File: src/rtl/rate_conv_sched.sv
// Round-robin scheduler feeding the shared 4-to-3 rate-converter input from
// NCH sample sources; accepted samples are registered with their channel tag.

module rcs_lane #(
   parameter int CW      = 2,
   parameter int LANE_ID = 0
) (
   input  logic          serve,
   input  logic          gate,
   input  logic [CW-1:0] grant,
   output logic          ready
);
   assign ready = serve & gate & (grant == CW'(LANE_ID));
endmodule

module rate_conv_sched #(
   parameter int DW  = 8,
   parameter int NCH = 4,
   parameter int CW  = $clog2(NCH)
) (
   input  logic              clk_div3,
   input  logic              reset,
   input  logic              enable,
   input  logic [3:0]        burst_len,
   input  logic [NCH-1:0]    req_valid,
   input  logic [NCH*DW-1:0] req_data,
   output logic [NCH-1:0]    req_ready,
   output logic [DW-1:0]     conv_x,
   output logic [CW-1:0]     conv_ch,
   output logic              conv_vld,
   output logic              busy
);
   typedef enum logic {IDLE, SERVE} state_t;

   state_t                   state_q, state_d;
   logic [CW-1:0]            ptr_q, ptr_d;
   logic [CW-1:0]            grant_q, grant_d;
   logic [3:0]               blen_q, blen_d;
   logic [3:0]               bcnt_q, bcnt_d;
   logic [DW-1:0]            conv_x_q, conv_x_d;
   logic [CW-1:0]            conv_ch_q, conv_ch_d;
   logic                     conv_vld_q, conv_vld_d;

   logic [NCH-1:0][DW-1:0]   req_data_a;
   logic                     found;
   logic [CW-1:0]            pick;
   logic                     xfer;
   logic [3:0]               bcnt_inc;

   assign req_data_a = req_data;

   // Ready is also gated by reset so a source never sees its sample taken
   // on an edge where the burst is being dropped.
   for (genvar i = 0; i < NCH; i++) begin : g_lane
      rcs_lane #(.CW(CW), .LANE_ID(i)) u_lane (
         .serve (state_q == SERVE),
         .gate  (enable & reset),
         .grant (grant_q),
         .ready (req_ready[i])
      );
   end

   // First valid source at or above ptr; NCH is a power of two so the
   // CW-bit add wraps modulo NCH for free.
   always_comb begin
      logic [CW-1:0] idx;
      found = 1'b0;
      pick  = '0;
      idx   = '0;
      for (int k = 0; k < NCH; k++) begin
         idx = ptr_q + CW'(k);
         if (!found && req_valid[idx]) begin
            found = 1'b1;
            pick  = idx;
         end
      end
   end

   assign xfer     = req_valid[grant_q] & req_ready[grant_q];
   assign bcnt_inc = bcnt_q + 4'd1;

   always_comb begin
      state_d    = state_q;
      ptr_d      = ptr_q;
      grant_d    = grant_q;
      blen_d     = blen_q;
      bcnt_d     = bcnt_q;
      conv_x_d   = '0;
      conv_ch_d  = conv_ch_q;
      conv_vld_d = 1'b0;
      if (state_q == IDLE) begin
         if (enable && found) begin
            grant_d = pick;
            blen_d  = (burst_len == 4'd0) ? 4'd1 : burst_len;
            bcnt_d  = 4'd0;
            state_d = SERVE;
         end
      end else begin
         if (xfer) begin
            conv_x_d   = req_data_a[grant_q];
            conv_ch_d  = grant_q;
            conv_vld_d = 1'b1;
            bcnt_d     = bcnt_inc;
            if (bcnt_inc == blen_q) begin
               state_d = IDLE;
               ptr_d   = grant_q + CW'(1);
            end
         end else begin
            // A stalled or disabled source forfeits the rest of its burst.
            state_d = IDLE;
            ptr_d   = grant_q + CW'(1);
         end
      end
   end

   always_ff @(posedge clk_div3) begin
      if (!reset) begin
         state_q    <= IDLE;
         ptr_q      <= '0;
         grant_q    <= '0;
         blen_q     <= 4'd1;
         bcnt_q     <= 4'd0;
         conv_x_q   <= '0;
         conv_ch_q  <= '0;
         conv_vld_q <= 1'b0;
      end else begin
         state_q    <= state_d;
         ptr_q      <= ptr_d;
         grant_q    <= grant_d;
         blen_q     <= blen_d;
         bcnt_q     <= bcnt_d;
         conv_x_q   <= conv_x_d;
         conv_ch_q  <= conv_ch_d;
         conv_vld_q <= conv_vld_d;
      end
   end

   assign conv_x   = conv_x_q;
   assign conv_ch  = conv_ch_q;
   assign conv_vld = conv_vld_q;
   assign busy     = (state_q == SERVE);
endmodule

File: config.mk
export PLATFORM = sky130hd
export DESIGN_NAME = rate_conv_sched
export DESIGN_NICKNAME = d
export VERILOG_FILES = /design/src/rtl/rate_conv_sched.sv
export SDC_FILE = /design/constraint.sdc
export NUM_CORES = 1
export LEC_CHECK = 0
export CAP_MARGIN = 5
export CORE_MARGIN = 4
export CORE_UTILIZATION = 52
export DETAILED_ROUTE_END_ITERATION = 7
export DONT_BUFFER_PORTS = 1
export GPL_TIMING_DRIVEN = 0
export HOLD_SLACK_MARGIN = 0.05
export PLACE_DENSITY = 0.67
export SETUP_SLACK_MARGIN = 0.15
export SYNTH_ARGS = -nofsm -noshare
export SYNTH_HDL_FRONTEND = slang
export SYNTH_SLANG_ARGS = --single-unit
File: constraint.sdc
create_clock -name clk_div3 -period 3.8 [get_ports clk_div3]
set_clock_uncertainty 0.05 [all_clocks]
set_input_delay 0.76 -clock clk_div3 [delete_from_list [all_inputs] [get_ports clk_div3]]
set_output_delay 0.76 -clock clk_div3 [all_outputs]
set_load 0.01 [all_outputs]
; Word level (Yosys, flattened, before mapping)
; Cells that the tools add are included.
[classes]
add_sub_neg = 5
shifts = 0
n_bitwise = 8
mul = 0
div = 0
reduce_logical = 16
order_cmp = 5
mux = 33
eq_ne = 6
[ops]
columns = operator, count
row1 = 8-bit binary-select mux with 2-bit select, 1
row2 = 4-bit 2-to-1 mux, 4
row3 = 2-bit by 3-bit less-than comparator with 1-bit output (second input constant), 5
row4 = 1-bit 2-to-1 mux, 15
row5 = 1-bit binary-select mux with 2-bit select, 6
row6 = 2-bit 2-to-1 mux, 6
row7 = 2-bit AND reduction, 5
row8 = 8-bit 2-to-1 mux, 1
row9 = 1-bit AND, 7
row10 = 2-bit by 1-bit adder with 2-bit output (second input constant), 2
row11 = 2-bit adder (second input constant), 2
row12 = 4-bit by 1-bit adder with 4-bit output (second input constant), 1
row13 = 2-bit equality test (second input constant), 2
row14 = 4-bit equality test, 1
row15 = 1-bit logical AND, 4
row16 = 4-bit zero test, 1
row17 = 2-bit by 1-bit != test with 1-bit output (second input constant), 2
row18 = 1-bit zero test, 3
row19 = 3-bit AND reduction, 1
row20 = 2-bit by 1-bit equality test with 1-bit output (second input constant), 1
row21 = 2-bit zero test, 1
row22 = 2-bit nonzero test, 1
row23 = 1-bit inverter, 1
[totals]
in_bits = 43
ram_bits = 0
reg_bits = 24
latch_bits = 0
output_inout_bits = 16
n_memories = 0
rom_bits = 0

; Depth between registers and ports, before layout
; Gate-level depths: netlist of run 1.
[logic_depth]
ltp_word = 15
mapped_depth = 11
mapped_depth_nobuf = 8

; Hierarchy
; From an unflattened synthesis of run 1, not the netlist that was laid out.
[unflattened]
hier_cells = 139
hier_area_um2 = 1350.0
[modules_own_cells]
columns = module, area_each_um2, cells_per_inst, seq_area_each_um2, n_inst
row1 = rate_conv_sched, 1308.8, 135, 480.5, 1
row2 = rcs_lane (g_lane[1].u_lane ...), 10.0, 1, 0.0, 2
row3 = rcs_lane (g_lane[0].u_lane), 12.5, 1, 0.0, 1
row4 = rcs_lane (g_lane[3].u_lane), 8.8, 1, 0.0, 1

; Worst setup path before layout of run 1
; Ideal clock, no wire load.
[synth_timing]
path_type = in2out
from = in reset
to = out req_ready[0]
n_path_buf = 2
arrival_ns = 1.578
stages = 4
slack_ns = 1.412
cell_sequence = clkbuf_1 > and3_1 > and2_1 > buf_4
[synth_between]
elab_chain_len = 3
[synth_rtl]
columns = item, line
row1 = start: declaration, 22  ; input logic reset,
row2 = 1-bit AND, 57  ; .gate (enable & reset),
row3 = 1-bit AND (2 in series), 13  ; assign ready = serve & gate & (grant == CW'(LANE_ID));
row4 = end: declaration, 27  ; output logic [NCH-1:0] req_ready,
; Every way passes these cells.

; Final worst setup path of run 1
[layout_timing]
from = in reset
to = out req_ready[2]
; The elaborated chain is that of the path after synthesis.

==> results of run 1 <==
==> cells in the final DEF, fill, tap and decap left out, types with 2 or more instances in the layout <==
cell	Yosys	final
ha_1	5	5
mux4_2	9	9
o21ai_0	5	5
nor2_1	7	7
nand2_1	18	18
dfxtp_1	24	24
buf_4	4	4
a21oi_1	11	11
mux2i_1	3	3
nand3_1	7	7
and3_1	2	2
xnor2_1	4	4
buf_2	2	2
a31oi_1	2	2
inv_1	3	3
xor2_1	2	2
nor3_1	3	3
clkbuf_4	0	3
and2_1	12	12
nor4_1	2	2
clkbuf_1	3	3
o21a_1	3	3
==> per-layer routing <==
| layer | routed length, um | up-vias | GRT usage [%] |
|---|---|---|---|
| met4 | 40 | 0 | 6.15 |
| met1 | 1090 | 495 | 18.7 |
| li1 | - | 524 | - |
| met5 | 0 | - | 0 |
| met2 | 1300 | 62 | 29.2 |
| met3 | 400 | 5 | 5.01 |
==> cell type report <==
cell class	instances	share of cell area (%)
Tap cell	30	2.59
Clock buffer	3	1.55
Multi-Input combinational cell	106	54.8
Inverter	5	1.29
Sequential cell	24	33.1
Buffer	11	4.57
Clock inverter	1	2.07
==> worst max-delay path, delay by kind of cell <==
| family | cells | cell delay [ns] |
|---|---|---|
| simple gates | 2 | 0.58 |
| buf+inv | 2 | 0.45 |
==> cells by family after synthesis <==
family | synth area share (%)
AOI/OAI and AO/OA | 11.3
xor gates and xnor gates | 3.86
adders and majority gates | 4.60
buffers and inverters | 6.25
DFF | 35.3
muxes | 17.1
and+or+nand+nor | 21.6
==> path summary, 6_finish.rpt <==
check | to | slack [ns] | cells past startpoint
max | req_ready[2] | 1.19 | 4
min reg2reg | blen_q[1] | 0.43 | 2
min | blen_q[1] | 0.43 | 2
max reg2reg | bcnt_q[3] | 1.51 | 9
==> power by group <==
part	switching, mW	leakage (nW)	total (mW)	internal (mW)
Sequential	0.00681	0.195	0.265	0.259
Clock	0.0816	0.0279	0.188	0.107
Combinational	0.0316	0.341	0.0657	0.0341
Total	0.120	0.563	0.520	0.399
==> stage by stage <==
step | instance area (um2) | setup slack [ns]
after CTS | 1450 | 1.20
after floorplan | 1360 | 1.41
final | 1450 | 1.19
after detailed placement | 1400 | 1.20
after global placement | 1400 | 1.23
after global routing | 1450 | 1.08
==> state kept, by name, summed over array words and instances (netlist names) <==
| name | cells |
|---|---|
| ptr_q | 2 |
| busy | 1 |
| conv_x | 8 |
| conv_ch | 2 |
| conv_vld | 1 |
| bcnt_q | 4 |
| grant_q | 2 |
| blen_q | 4 |
==> impl_metrics.env, run 1 <==
export IMPL_crit_arrival_ns=1.80
export IMPL_synthTopCellsByCount="24 x dfxtp_1, 18 x nand2_1, 12 x and2_1"
export IMPL_netlist_area_mm2=0.00136
export IMPL_crit_path_end_kind="primary output"
export IMPL_r2r_start="grant_q[0]"
export IMPL_syn_inst=146
export IMPL_synth_flop_cell="dfxtp_1"
export IMPL_drtAntennaViolNets=0
export IMPL_powerDensity_mw_per_mm2=358
export IMPL_cts_buffer_depth=2
export IMPL_max_freq_mhz=383
export IMPL_crit_chain="clkbuf_1, and3_1, and2_1, buf_4"
export IMPL_ys_types=36
export IMPL_antenna_found_initial=0
export IMPL_synth_area_per_cell_um2=9.32
export IMPL_grtUsageTotal_pct=16.6
export IMPL_path_clk_slew_ns=0.14
export IMPL_cts_buffers_inserted=3
export IMPL_stdcell_count=180
export IMPL_synth_top_area_share_pct=35.3
export IMPL_hold_path_startpoint="blen_q[1]"
export IMPL_slew_headroom_pct=63.9
export IMPL_yosysTopAreaCell="dfxtp_1"
export IMPL_seq_area_um2=480
export IMPL_insertion_delay_ns=0.32
export IMPL_postCtsHoldBufs=0
export IMPL_drv_slew=0
export IMPL_syn_nets=194
export IMPL_placed_cells_incl_taps=176
export IMPL_rsz0062_at_grt="false"
export IMPL_yosysWarnings=0
export IMPL_dieArea_mm2=0.00350
export IMPL_synth_edf_count=0
export IMPL_maxCapViolCount=0
export IMPL_n_antenna_cell=0
export IMPL_placementRows=18
export IMPL_post_route_period_util_pct=68.7
export IMPL_drc=0
export IMPL_die_y_um=59.2
export IMPL_io_buffer_count=0
export IMPL_drt_iter0_markers=41
export IMPL_period_minus_slack_ns=2.61
export IMPL_wl_um=2830
export IMPL_place_hpwl_um=2280
export IMPL_drive_gt1_share_pct=14.7
export IMPL_htreeDepth=1
export IMPL_via_per_inst=6.03
export IMPL_multi_input_area_um2=796
export IMPL_cp_start_kind="primary input"
export IMPL_postCtsSetupBuffers=0
export IMPL_postCtsResizedCells=0
export IMPL_hold_slack_ns=0.428
export IMPL_total_leakage_power_nw=0.563
export IMPL_start_util_pct=54.9
export IMPL_min_path_type="flip-flop to flip-flop"
export IMPL_crit_path_max_fanout=10
export IMPL_dieWidth_um=59.2
export IMPL_post_synth_top_count_cell="dfxtp_1"
export IMPL_syn_to_final_growth_pct=6.62
export IMPL_gp_congestion=0.783
export IMPL_status="complete, no violations"
export IMPL_yosys_top_cells_area="dfxtp_1 35%, mux4_2 15%, and2_1 5.5%, nand2_1 5.0%, ha_1 4.6%"
export IMPL_slowest_stage="and3_1"
export IMPL_startpoint="reset"
export IMPL_irDropWorstVdd_mv=0.262
export IMPL_critPathKind="primary input to primary output"
export IMPL_final_util_pct=58.6
export IMPL_yosysSeqAreaShare_pct=35.3
export IMPL_setup_tns_ns=0
export IMPL_grt_max_degree=15
export IMPL_num_vias=1086
export IMPL_required_ns=2.99
export IMPL_cts_tree="yes"
export IMPL_ys_ff_latch=24
export IMPL_grt_first_pass_wirelength_um=4410
export IMPL_num_io_pins=59
export IMPL_finalSetupViolCount=0
export IMPL_root_buffer="clkbuf_4"
export IMPL_dr_pass1_iters=4
export IMPL_wl_per_cell_um=15.7
export IMPL_grt_pass1_vias=1030
export IMPL_cts_sinks=24
export IMPL_total_power_uw=520
export IMPL_core_mm2=0.00248
export IMPL_slowest_delay_ns=0.41
export IMPL_tightest_slew_ns=0.541
export IMPL_synthArstFlopShare_pct=0
export IMPL_fillers=234
export IMPL_hold_viol_final=0
export IMPL_grt_ovfl_total=0
export IMPL_num_nets_final=199
Note: power is estimated with default switching activity, not from simulation.
==> run 2: changes to the inputs <==
--- a/config.mk
+++ b/config.mk
@@ -12,7 +12,7 @@
 export DONT_BUFFER_PORTS = 1
 export GPL_TIMING_DRIVEN = 0
 export HOLD_SLACK_MARGIN = 0.05
-export PLACE_DENSITY = 0.67
+export PLACE_DENSITY = 0.7
 export SETUP_SLACK_MARGIN = 0.15
 export SYNTH_ARGS = -nofsm -noshare
 export SYNTH_HDL_FRONTEND = slang
==> constraint.sdc (replaced) <==
create_clock -name clk_div3 -period 2.23 [get_ports clk_div3]
set_clock_uncertainty 0.05 [all_clocks]
set_input_delay 0.446 -clock clk_div3 [delete_from_list [all_inputs] [get_ports clk_div3]]
set_output_delay 0.446 -clock clk_div3 [all_outputs]
set_load 0.01 [all_outputs]
==> impl_metrics.env, run 2 (synthesis gave the netlist of run 1 again) <==
export IMPL_crit_chain="buf_6, inv_8, ha_4, nand2_2, mux4_2, nand2b_4, buf_6, or3_1, a31oi_1"
export IMPL_layout_commonest_cell="dfxtp_1"
export IMPL_cp_top_family="simple AND/OR/NAND/NOR gates"
export IMPL_slowest_stage="mux4_2"
export IMPL_slowest_delay_ns=0.48
export IMPL_p_int_uw=617
export IMPL_start_util_pct=54.9
export IMPL_cp_start_kind="flip-flop"
export IMPL_drive_gt1_share_pct=26.4
export IMPL_dieWidth_um=59.2
export IMPL_setup_tns_ns=0
export IMPL_hold_viol_final=0
export IMPL_critPathBufInv=3
export IMPL_htreeDepth=1
export IMPL_num_vias=1119
export IMPL_max_freq_mhz=480
export IMPL_irDropWorstVdd_mv=0.397
export IMPL_grt_ovfl_total=0
export IMPL_maxCapViolCount=0
export IMPL_crit_arrival_ns=2.29
export IMPL_placementRows=18
export IMPL_tightest_slew_ns=0.469
export IMPL_p_switching_uw=216
export IMPL_seq_power_share_pct=54.4
export IMPL_combPwrFrac_pct=17.0
export IMPL_finalWorstSetupSlack_ns=0.149
export IMPL_postCtsHoldBufs=0
export IMPL_grt_first_pass_wirelength_um=5320
export IMPL_core_mm2=0.00248
export IMPL_via_per_inst=5.92
export IMPL_rsz0062_at_grt="true"
export IMPL_n_antenna_cell=0
export IMPL_insertion_delay_ns=0.33
export IMPL_path_clk_slew_ns=0.14
export IMPL_root_buffer="clkbuf_4"
export IMPL_required_ns=2.44
export IMPL_crit_path_end_kind="flip-flop"
export IMPL_drv_slew=0
export IMPL_wl_um=3290
export IMPL_cts_buffer_depth=2
export IMPL_num_io_pins=59
export IMPL_switching_share_pct=25.9
export IMPL_dieArea_mm2=0.00350
export IMPL_io_buffer_count=0
export IMPL_clkPwrFrac_pct=28.6
export IMPL_drtAntennaViolNets=0
export IMPL_dr_pass1_iters=4
export IMPL_num_nets_final=208
export IMPL_dp_slack_ns=0.000735
export IMPL_die_y_um=59.2
export IMPL_grt_max_degree=14
export IMPL_final_cell_mix="22 x dfxtp_1, 16 x nand2_1, 12 x and2_1"
export IMPL_min_path_type="primary input to flip-flop"
export IMPL_antenna_found_initial=0
export IMPL_period_minus_slack_ns=2.08
export IMPL_grt_pass1_vias=1178
export IMPL_largest_register_ffs=8
export IMPL_cts_tree="yes"
export IMPL_slew_headroom_pct=68.7
export IMPL_critPathMostFrequentCell="buf_6"
export IMPL_grtUsageTotal_pct=20.1
export IMPL_post_route_period_util_pct=93.3
export IMPL_place_hpwl_um=2310
export IMPL_wl_per_cell_um=17.4
export IMPL_total_leakage_power_nw=0.609
export IMPL_syn_to_final_growth_pct=17.2
export IMPL_finalSetupViolCount=0
export IMPL_powerDensity_mw_per_mm2=522
export IMPL_drt_iter0_markers=47
export IMPL_status="complete, no violations"
export IMPL_cts_buffers_inserted=3
export IMPL_critPathKind="flip-flop to flip-flop"
export IMPL_drc=0
export IMPL_gp_congestion=0.825
export IMPL_cts_sinks=24
export IMPL_crit_path_max_fanout=5
run 2: changes by cell type in the layout (fill, tap and decap cells not counted), sizes merged:
cell	change
buf	+9
bufinv	-1
clkbuf	+1
run 2: power by group through the flow:
stage          Sequential (mW)  Combinational, mW  Clock (mW)
6_report                 0.453              0.141       0.238
2_1_floorplan            0.460             0.0964           0
3_5_place_dp             0.462              0.113           0
5_1_grt                  0.455              0.158       0.256
4_1_cts                  0.452              0.128       0.238
3_3_place_gp             0.462              0.111           0
run 2: per-layer routing:
layer  up-vias  wire length (um)  global-route usage [%]
met2        52              1590                    36.0
met1       522              1320                    22.9
met4         0                36                    7.12
met5         -                 0                       0
li1        540                 -                       -
met3         5               338                    5.01
run 2: final cells by class:
type                       count  area, um2
fill                         195        882
sequential                    24        485
multi-input combinational    106        852
timing repair buffer          10       80.1
buffer                        10       75.1
tap                           30       37.5
inverter                       5       28.8
clock buffer                   4       36.3
run 2: worst paths after layout:
kind / start / endpoint / slack, ns / cells past startpoint
min reg2reg: blen_q[3] / blen_q[3] / 0.43 / 2
max: grant_q[0] / bcnt_q[3] / 0.15 / 9
max reg2reg: grant_q[0] / bcnt_q[3] / 0.15 / 9
min: burst_len[2] / blen_q[2] / 0.19 / 2
run 2: stage by stage:
| stage | cells | hold WS, ns | area [um2] | total power [mW] | util, % |
|---|---|---|---|---|---|
| floorplan | 146 | 0.398 | 1360 | 0.556 | - |
| global placement | 176 | 0.409 | 1400 | 0.572 | 56.6 |
| detailed placement | 176 | 0.412 | 1400 | 0.575 | 56.6 |
| CTS | 186 | 0.200 | 1540 | 0.818 | 62.0 |
| global route | 189 | 0.191 | 1600 | 0.869 | 64.4 |
| finish | 189 | 0.192 | 1600 | 0.833 | 64.4 |
run 2: timing repair:
action                                  4_1_cts  5_1_grt
pin swaps                                     1        6
gates cloned                                  1        0
setup buffers                                 5        4
gates resized for setup                      14       10
endpoints found under the setup margin       14       17
==> run 3: changes to the inputs <==
--- a/config.mk
+++ b/config.mk
@@ -10,7 +10,7 @@
 export CORE_UTILIZATION = 52
 export DETAILED_ROUTE_END_ITERATION = 7
 export DONT_BUFFER_PORTS = 1
-export GPL_TIMING_DRIVEN = 0
+export GPL_TIMING_DRIVEN = 1
 export HOLD_SLACK_MARGIN = 0.05
 export PLACE_DENSITY = 0.7
 export SETUP_SLACK_MARGIN = 0.15
==> impl_metrics.env, run 3 (synthesis gave the netlist of run 1 again) <==
export IMPL_seq_power_share_pct=60.6
export IMPL_drive_gt1_share_pct=16.1
export IMPL_htreeDepth=1
export IMPL_dieWidth_um=59.2
export IMPL_period_minus_slack_ns=1.93
export IMPL_critPathKind="flip-flop to flip-flop"
export IMPL_min_path_type="primary input to flip-flop"
export IMPL_placementRows=18
export IMPL_slowest_stage="mux4_2"
export IMPL_io_buffer_count=0
export IMPL_rsz0062_at_grt="false"
export IMPL_r2r_end="bcnt_q[3]"
export IMPL_drtAntennaViolNets=0
export IMPL_crit_chain="inv_2, ha_1, nand2_1, mux4_2, nand2b_4, or3_1, a31oi_1"
export IMPL_insertion_delay_ns=0.31
export IMPL_total_leakage_power_nw=0.535
export IMPL_root_buffer="clkbuf_4"
export IMPL_core_mm2=0.00248
export IMPL_powerDensity_mw_per_mm2=528
export IMPL_dieArea_mm2=0.00350
export IMPL_wl_um=2850
export IMPL_num_vias=1037
export IMPL_drv_slew=0
export IMPL_finalWorstSetupSlack_ns=0.299
export IMPL_slew_headroom_pct=68.8
export IMPL_worstHoldPathCells=1
export IMPL_gp_congestion=0.785
export IMPL_post_route_period_util_pct=86.6
export IMPL_die_y_um=59.2
export IMPL_grt_first_pass_wirelength_um=4280
export IMPL_combPwrFrac_pct=14.7
export IMPL_num_nets_final=193
export IMPL_setup_tns_ns=0
export IMPL_final_cell_mix="22 x dfxtp_1, 18 x nand2_1, 12 x and2_1"
export IMPL_start_util_pct=54.9
export IMPL_num_io_pins=59
export IMPL_grt_max_degree=13
export IMPL_irDropWorstVdd_mv=0.379
export IMPL_p_int_uw=562
export IMPL_slowest_delay_ns=0.48
export IMPL_grt_ovfl_total=0
export IMPL_p_switching_uw=185
export IMPL_place_hpwl_um=2220
export IMPL_tightest_slew_ns=0.466
export IMPL_crit_path_end_kind="flip-flop"
export IMPL_drc=0
export IMPL_maxCapViolCount=0
export IMPL_cts_tree="yes"
export IMPL_cp_start_kind="flip-flop"
export IMPL_dp_slack_ns=0.245
export IMPL_grt_pass1_vias=996
export IMPL_wl_per_cell_um=16.5
export IMPL_via_per_inst=5.99
export IMPL_cts_buffer_depth=2
export IMPL_dr_pass1_iters=4
export IMPL_finalSetupViolCount=0
export IMPL_switching_share_pct=24.7
export IMPL_crit_arrival_ns=2.12
export IMPL_r2r_start="grant_q[0]"
export IMPL_path_clk_slew_ns=0.12
export IMPL_n_antenna_cell=0
export IMPL_hold_path_startpoint="reset"
export IMPL_cts_sinks=24
export IMPL_status="complete, no violations"
export IMPL_largest_register_ffs=8
export IMPL_layout_commonest_cell="dfxtp_1"
export IMPL_required_ns=2.42
export IMPL_cts_buffers_inserted=3
export IMPL_reg2reg_depth=7
export IMPL_holdPathEnd="blen_q[0]"
export IMPL_hold_viol_final=0
export IMPL_r2r_slack_ns=0.30
export IMPL_syn_to_final_growth_pct=3.95
export IMPL_drt_iter0_markers=20
export IMPL_antenna_found_initial=0
export IMPL_clkPwrFrac_pct=24.6
export IMPL_max_freq_mhz=518
export IMPL_crit_path_max_fanout=8
export IMPL_grtUsageTotal_pct=15.8
-- run 3: cell types whose count changed in the layout (fill, tap and decap cells not counted), sizes merged --
cell    previous run  this run
clkbuf             7         3
buf               17         5
-- run 3: power by group through the flow --
| stage | Sequential (mW) | Clock (mW) | Combinational (mW) |
|---|---|---|---|
| 2_1_floorplan | 0.460 | 0 | 0.0964 |
| 3_5_place_dp | 0.463 | 0 | 0.108 |
| 3_3_place_gp | 0.462 | 0 | 0.107 |
| 4_1_cts | 0.453 | 0.191 | 0.109 |
| 5_1_grt | 0.455 | 0.210 | 0.122 |
| 6_report | 0.453 | 0.184 | 0.110 |
-- run 3: per-layer routing --
layer | global-route usage, % | wire, um | part of all wire [%]
met2 | 28.1 | 1330 | 47
met5 | 0 | 0 | 0
met4 | 4.85 | 34 | 1.2
met3 | 4.79 | 294 | 10
met1 | 18.2 | 1190 | 42
-- run 3: area by class of cell --
| cell class | instances | area, um2 |
|---|---|---|
| Inverter | 5 | 21.3 |
| Fill cell | 230 | 1060 |
| Timing Repair Buffer | 5 | 37.5 |
| Clock buffer | 3 | 22.5 |
| Sequential cell | 24 | 488 |
| Tap cell | 30 | 37.5 |
| Multi-Input combinational cell | 106 | 808 |
-- run 3: stage by stage --
step / cells / area [um2] / power, mW / hold slack (ns) / utilization (%)
5_1_grt: 173 / 1420 / 0.787 / 0.152 / 57.1
2_1_floorplan: 146 / 1360 / 0.556 / 0.398 / -
4_1_cts: 172 / 1390 / 0.753 / 0.167 / 55.9
6_report: 173 / 1420 / 0.747 / 0.169 / 57.1
3_5_place_dp: 169 / 1360 / 0.571 / 0.421 / 55.0
3_3_place_gp: 169 / 1360 / 0.569 / 0.411 / 55.0
-- run 3: repair_timing --
item / CTS / global route
hold buffers: 0 / 0
setup buffers: 0 / 1
setup endpoints to repair: 0 / 6
resized for setup: 0 / 7
-- run 3: how the worst max path moves through the flow --
stage / slack [ns] / depth (start not counted) / start / to
after floorplan: 0.15 / 9 / grant_q[0] / bcnt_q[3]
after global routing: 0.17 / 8 / grant_q[0] / bcnt_q[2]
after global placement: 0.29 / 6 / grant_q[0] / bcnt_q[3]
after CTS: 0.21 / 6 / grant_q[0] / bcnt_q[3]
final: 0.30 / 7 / grant_q[0] / bcnt_q[3]
after detailed placement: 0.24 / 6 / grant_q[0] / bcnt_q[3]
-- run 3: worst max-delay path, delay by kind of cell (launching register included) --
family	cells	cell delay, ns
buffers and inverters	1	0.08
and+or+nand+nor	3	0.56
muxes	1	0.48
AOI/OAI and AO/OA	1	0.15
adders and majority gates	1	0.15
DFF	1	0.39
